File: src/rtl/hazard_stall_ctrl_if.sv
// Decode/execute hazard signals between the pipeline and the stall controller.
// The slave modport is the controller side; the master modport is the pipeline (or bench) side.
interface hazard_stall_ctrl_if;
    logic [3:0] IF_ID_op1;
    logic [3:0] IF_ID_op2;
    logic [3:0] ID_EX_op1;
    logic       ID_EX_memRead;
    logic       ID_EX_regWrite;
    logic       muldiv_start;
    logic       branch_taken;
    logic       PCWrite;
    logic       IF_ID_write;
    logic       ID_EX_bubble;
    logic       IF_ID_flush;
    logic       hazard_busy;
    logic [7:0] stall_count;

    modport slave (
        input  IF_ID_op1, IF_ID_op2, ID_EX_op1, ID_EX_memRead, ID_EX_regWrite,
               muldiv_start, branch_taken,
        output PCWrite, IF_ID_write, ID_EX_bubble, IF_ID_flush, hazard_busy, stall_count
    );

    modport master (
        output IF_ID_op1, IF_ID_op2, ID_EX_op1, ID_EX_memRead, ID_EX_regWrite,
               muldiv_start, branch_taken,
        input  PCWrite, IF_ID_write, ID_EX_bubble, IF_ID_flush, hazard_busy, stall_count
    );
endinterface

File: src/rtl/hazard_stall_ctrl.sv
// Pipeline hazard/stall controller: load-use stalls, branch flushes and multi-cycle muldiv holds.
// Define MULDIV_STALL_EN to build the MULDIV_WAIT state and its wait counter.
module hazard_stall_ctrl #(
    parameter int MULDIV_LAT = 4
) (
    input logic               clk,
    input logic               rst_n,
    hazard_stall_ctrl_if.slave bus
);

    typedef enum logic {
        RUN,
        MULDIV_WAIT
    } state_t;

    if (MULDIV_LAT < 2 || MULDIV_LAT > 7) begin : g_latCheck
        $error("MULDIV_LAT must be in 2..7");
    end

    state_t     r_state;
    logic       r_hazardBusy;
    logic [7:0] r_stallCount;
`ifdef MULDIV_STALL_EN
    logic [2:0] r_waitCnt;
`endif

    logic w_pcWrite;
    logic w_ifIdWrite;
    logic w_idExBubble;
    logic w_ifIdFlush;
    wire  w_loadUse = bus.ID_EX_memRead & bus.ID_EX_regWrite & (bus.ID_EX_op1 != 4'd0) &
                      ((bus.ID_EX_op1 == bus.IF_ID_op1) | (bus.ID_EX_op1 == bus.IF_ID_op2));

    // Zero-latency pipeline controls; reset holds the pipe frozen with a bubble in EX.
    always_comb begin
        w_pcWrite    = 1'b1;
        w_ifIdWrite  = 1'b1;
        w_idExBubble = 1'b0;
        w_ifIdFlush  = 1'b0;
        if (!rst_n) begin
            w_pcWrite    = 1'b0;
            w_ifIdWrite  = 1'b0;
            w_idExBubble = 1'b1;
        end else if (bus.branch_taken) begin
            w_ifIdFlush  = 1'b1;
            w_idExBubble = 1'b1;
        end else if (r_state == MULDIV_WAIT || w_loadUse) begin
            w_pcWrite    = 1'b0;
            w_ifIdWrite  = 1'b0;
            w_idExBubble = 1'b1;
        end
    end

    always_ff @(posedge clk or negedge rst_n) begin
        if (!rst_n) begin
            r_state      <= RUN;
            r_hazardBusy <= 1'b0;
            r_stallCount <= 8'd0;
`ifdef MULDIV_STALL_EN
            r_waitCnt    <= 3'd0;
`endif
        end else begin
            if (!w_pcWrite && r_stallCount != 8'hFF) begin
                r_stallCount <= r_stallCount + 8'd1;
            end
            case (r_state)
                RUN: begin
`ifdef MULDIV_STALL_EN
                    if (bus.muldiv_start && !bus.branch_taken && !w_loadUse) begin
                        r_state      <= MULDIV_WAIT;
                        r_hazardBusy <= 1'b1;
                        r_waitCnt    <= 3'(MULDIV_LAT - 1);
                    end
`endif
                end
                MULDIV_WAIT: begin
`ifdef MULDIV_STALL_EN
                    // A taken branch squashes the muldiv, so the wait ends early.
                    if (bus.branch_taken || r_waitCnt == 3'd1) begin
                        r_state      <= RUN;
                        r_hazardBusy <= 1'b0;
                        r_waitCnt    <= 3'd0;
                    end else begin
                        r_waitCnt    <= r_waitCnt - 3'd1;
                    end
`else
                    r_state      <= RUN;
                    r_hazardBusy <= 1'b0;
`endif
                end
                default: begin
                    r_state      <= RUN;
                    r_hazardBusy <= 1'b0;
                end
            endcase
        end
    end

    assign bus.PCWrite      = w_pcWrite;
    assign bus.IF_ID_write  = w_ifIdWrite;
    assign bus.ID_EX_bubble = w_idExBubble;
    assign bus.IF_ID_flush  = w_ifIdFlush;
    assign bus.hazard_busy  = r_hazardBusy;
    assign bus.stall_count  = r_stallCount;

endmodule

File: src/flat_wrapper.sv
// flat-port wrapper written by rule: the top's interface ports become plain ports
module hazard_stall_ctrl_flat 
#(
    parameter int MULDIV_LAT = 4
)
  (clk, rst_n, bus_IF_ID_op1, bus_IF_ID_op2, bus_ID_EX_op1, bus_ID_EX_memRead, bus_ID_EX_regWrite, bus_muldiv_start, bus_branch_taken, bus_PCWrite, bus_IF_ID_write, bus_ID_EX_bubble, bus_IF_ID_flush, bus_hazard_busy, bus_stall_count);
  hazard_stall_ctrl_if bus_i ();
  input logic clk;
  input logic rst_n;
  input wire logic [$bits(bus_i.IF_ID_op1)-1:0] bus_IF_ID_op1;
  input wire logic [$bits(bus_i.IF_ID_op2)-1:0] bus_IF_ID_op2;
  input wire logic [$bits(bus_i.ID_EX_op1)-1:0] bus_ID_EX_op1;
  input wire logic [$bits(bus_i.ID_EX_memRead)-1:0] bus_ID_EX_memRead;
  input wire logic [$bits(bus_i.ID_EX_regWrite)-1:0] bus_ID_EX_regWrite;
  input wire logic [$bits(bus_i.muldiv_start)-1:0] bus_muldiv_start;
  input wire logic [$bits(bus_i.branch_taken)-1:0] bus_branch_taken;
  output wire logic [$bits(bus_i.PCWrite)-1:0] bus_PCWrite;
  output wire logic [$bits(bus_i.IF_ID_write)-1:0] bus_IF_ID_write;
  output wire logic [$bits(bus_i.ID_EX_bubble)-1:0] bus_ID_EX_bubble;
  output wire logic [$bits(bus_i.IF_ID_flush)-1:0] bus_IF_ID_flush;
  output wire logic [$bits(bus_i.hazard_busy)-1:0] bus_hazard_busy;
  output wire logic [$bits(bus_i.stall_count)-1:0] bus_stall_count;
  assign bus_i.IF_ID_op1 = bus_IF_ID_op1;
  assign bus_i.IF_ID_op2 = bus_IF_ID_op2;
  assign bus_i.ID_EX_op1 = bus_ID_EX_op1;
  assign bus_i.ID_EX_memRead = bus_ID_EX_memRead;
  assign bus_i.ID_EX_regWrite = bus_ID_EX_regWrite;
  assign bus_i.muldiv_start = bus_muldiv_start;
  assign bus_i.branch_taken = bus_branch_taken;
  assign bus_PCWrite = bus_i.PCWrite;
  assign bus_IF_ID_write = bus_i.IF_ID_write;
  assign bus_ID_EX_bubble = bus_i.ID_EX_bubble;
  assign bus_IF_ID_flush = bus_i.IF_ID_flush;
  assign bus_hazard_busy = bus_i.hazard_busy;
  assign bus_stall_count = bus_i.stall_count;
  hazard_stall_ctrl #(.MULDIV_LAT(MULDIV_LAT)) u_core (.clk(clk), .rst_n(rst_n), .bus(bus_i));
endmodule
File: config.mk
export PLATFORM = sky130hd
export DESIGN_NAME = hazard_stall_ctrl_flat
export DESIGN_NICKNAME = d
export VERILOG_FILES = /design/src/rtl/hazard_stall_ctrl_if.sv /design/src/rtl/hazard_stall_ctrl.sv /design/src/flat_wrapper.sv
export SDC_FILE = /design/constraint.sdc
export NUM_CORES = 1
export LEC_CHECK = 0
export ABC_AREA = 1
export CORE_MARGIN = 2
export CORE_UTILIZATION = 43
export DETAILED_ROUTE_END_ITERATION = 10
export PLACE_DENSITY_LB_ADDON = 0.05
export SLEW_MARGIN = 20
export SYNTH_ARGS = -nofsm -noshare
export SYNTH_HDL_FRONTEND = slang
export SYNTH_SLANG_ARGS = --single-unit
File: constraint.sdc
create_clock -name clk -period 2.9 [get_ports clk]
set_input_delay 0.87 -clock clk [delete_from_list [all_inputs] [get_ports clk]]
set_output_delay 0.87 -clock clk [all_outputs]
set_load 0.01 [all_outputs]
==> impl_results.md <==
* Status: finished, final reports clean
* Max incr delay on CP at 0.52 ns
* Final Skew at 0.004207 ns
* Die X at 43.64 um
* Initial DRC count at 10
* Clk Latency, worst-skew pair at around 0.25 ns
* WP buf/inv at 3
* Register area at approximately 200 sq um
* Crit path from: bus_branch_taken
* Fillers at 157
* CTS buffer count at 3
* First-pass DRT Iterations at 4
* RR Endpoint: u_core.bus.stall_count[2]
* # DRC at 0
* Hold-fix buffers, CTS at 0
* Yosys cell types at 16
* Most Frequent Cell on Critical Path: clkdlybuf4s50_1
* R2R Setup Slk at 1.35 ns
* WP data arrival at 1.97 ns
* CP cell instances: clkdlybuf4s50_1, nand2_1, inv_1, clkdlybuf4s50_1
* IO Pins at 31
* Peak Freq at between 0.3 and 0.4 GHz
* CP Data Required Time at around 2.0 ns
* Pwr Density at between 400 and 500 mW/mm^2
* Final period utilization at 0.9808
* Port bufs at 28
* WP depth at 4
* Most frequent cell after synthesis: nand2_1
* Initial antenna violation count at 0
* Main synth FF type: dfrtp_1
* CTS tree: built
* Routed WL at around 1600 um
* Yosys reg bits at 8
* Crit path max-delay family: buffers and inverters
* First-pass GRT wire length at 2911 um
* Total vias in the final route at 775
* Global Route Usage Sum at 0.2022
* Layout overhead on the synthesized area at 51.67%
* Max reg flops at 8
* Worst vdd ir at between 0.3 and 0.4 mV
* Finished Layout Cells at 166
* Number of global-route vias before repair at 737
* Critical path endpoint: bus_IF_ID_flush
* CTS Sinks at 8
* Crit path max-delay cell type: clkdlybuf4s50_1
* Place WS at -0.4717 ns
* CTS Buffer Depth at 2
* Number of flops mapped to enable cells by yosys at 0
* Area leader, netlist: dfrtp_1
* Yosys warnings at 0
* Synth Cell Area at 675.6 sq um
* Starting Density at 0.4538
* Worst Hold Class: flop to flop
* FF-to-FF path depth at 7
* RSZ-0062 raised after global routing: no
* Total power at around 0.49 mW
* Final worst slack at 0.05554 ns
* Seq/Total Area, Yosys at 0.2963
* Cells after synthesis at 113
* Asr flop ratio synth at 1.000
* CTS root buffer: clkbuf_4
* Total grt overflow at 0
* Share of cells above drive strength 1 at 0.1667
* Final setup vio count at 0
* RR Startpoint: u_core.bus.stall_count[0]
* Top post-synthesis cells by area: dfrtp_1 (30%), nand2_1 (28%), inv_1 (10%), nand3_1 (8.1%), nor2_1 (4.4%)
* Footprint of the multi-input gates at between 300 and 400 sq um
* Synth cell count leaders: nand2_1 (51), inv_1 (18), nand3_1 (11)
* Rows at 14
* Die height at 43.64 um
* Via density per instance at around 4.7
* Final-report hold violation count at 0
* Hold path depth at 2
* Layout Nets at ~170
* DPL Wire Length at 1224 um
* Layout Utilization at 0.6882
* Max-Cap Viols at 0
* Avg WL per Cell at 9.542 um
* Core area at between 0.001 and 0.0015 sq mm
* Critical Path Start Type: primary input
* Final ANT Viol Nets at 0
* RePlAce Congestion at 0.7664
* Post-Place Cells at 157
* Avg Inst Size Synth at 5.979 sq um
* CP Class: primary input to primary output
* Die area at between 0.0015 and 0.002 sq mm
* Syn_nets at 132
* Setup crit end kind: primary output
* Diodes inserted at 0
* Crit Path Max Fanout at 2
* Min Tclk post-route at 2.844 ns
* H-tree depth at 1
* Post-synth top area share at 0.2963
* Largest net degree at the start of global routing at 12
* Fin. max-slew vios at 0
* LEAKAGE at a little over 0.6 nW
* Reg clk slew, reported paths at 0.06 ns
## worst min path at each step
stage                         startpoint                         to
3_5_place_dp   u_core.bus.stall_count[5]  u_core.bus.stall_count[5]
6_report       u_core.bus.stall_count[5]  u_core.bus.stall_count[5]
3_3_place_gp   u_core.bus.stall_count[5]  u_core.bus.stall_count[5]
4_1_cts        u_core.bus.stall_count[5]  u_core.bus.stall_count[5]
2_1_floorplan  u_core.bus.stall_count[5]  u_core.bus.stall_count[5]
5_1_grt        u_core.bus.stall_count[5]  u_core.bus.stall_count[5]
## routing by layer
layer,GRT usage,up-vias,share of wire
met2,0.3382,23,0.48
met3,0.07917,0,0.068
li1,-,407,-
met1,0.2565,345,0.45
met5,0,-,0
met4,0.01818,0,0
## worst min-delay path: stages, from the launching register on
cell     delay (ns)
dfrtp_1        0.38
nand2_1        0.06
nand2_1        0.05
## stage by stage
step	instance area, sq um	hold WS [ns]	TNS, ns
global route	1025	0.5593	0
floorplan	675.6	0.5389	0
finish	1025	0.5297	0
global placement	972.2	0.5014	-1.398
CTS	1010	0.5290	0
detailed placement	972.2	0.5170	-1.465
## cells in the final DEF, fill, tap and decap left out, types with 3 or more instances in the layout
cell type,n
nand3_1,11
nor2_1,6
nand2_1,51
buf_2,3
buf_4,9
clkbuf_4,3
dfrtp_1,8
inv_1,17
xor2_1,3
dlygate4sd2_1,11
inv_2,3
clkdlybuf4s50_1,12
## area by class of cell
cell class | instances | share of cell area
Clock buffer | 3 | 0.02198
Inverter | 20 | 0.07326
Multi-Input combinational cell | 82 | 0.3761
Sequential cell | 8 | 0.1954
Tap cell | 16 | 0.01954
Timing Repair Buffer | 37 | 0.3138
## timing repair
item                                    4_1_cts  5_1_grt
gates resized for setup                      24        6
cloned                                        0        0
pin swaps                                     5        1
buffers inserted                              6        0
endpoints found under the setup margin        4        4
## power by group
| part | total [mW] | internal (mW) | switching (mW) | leakage [nW] |
|---|---|---|---|---|
| registers | 0.184 | 0.144 | 0.0399 | 0.104 |
| logic | 0.216 | 0.119 | 0.0975 | 0.499 |
| clock network | 0.0854 | 0.0474 | 0.0380 | 0.0138 |
| total | 0.485 | 0.310 | 0.175 | 0.617 |
## kinds of logic after synthesis
kind of cell,Yosys count,synth area share
other,1,0.005550
flip-flops,8,0.2963
buffers and inverters,23,0.1500
XOR/XNOR,4,0.05186
adder cells (fa/ha/maj),1,0.01852
AND/OR/NAND/NOR,75,0.4685
AO/OA/AOI/OAI,1,0.009265
No activity file was read; power rests on OpenSTA's default activity.
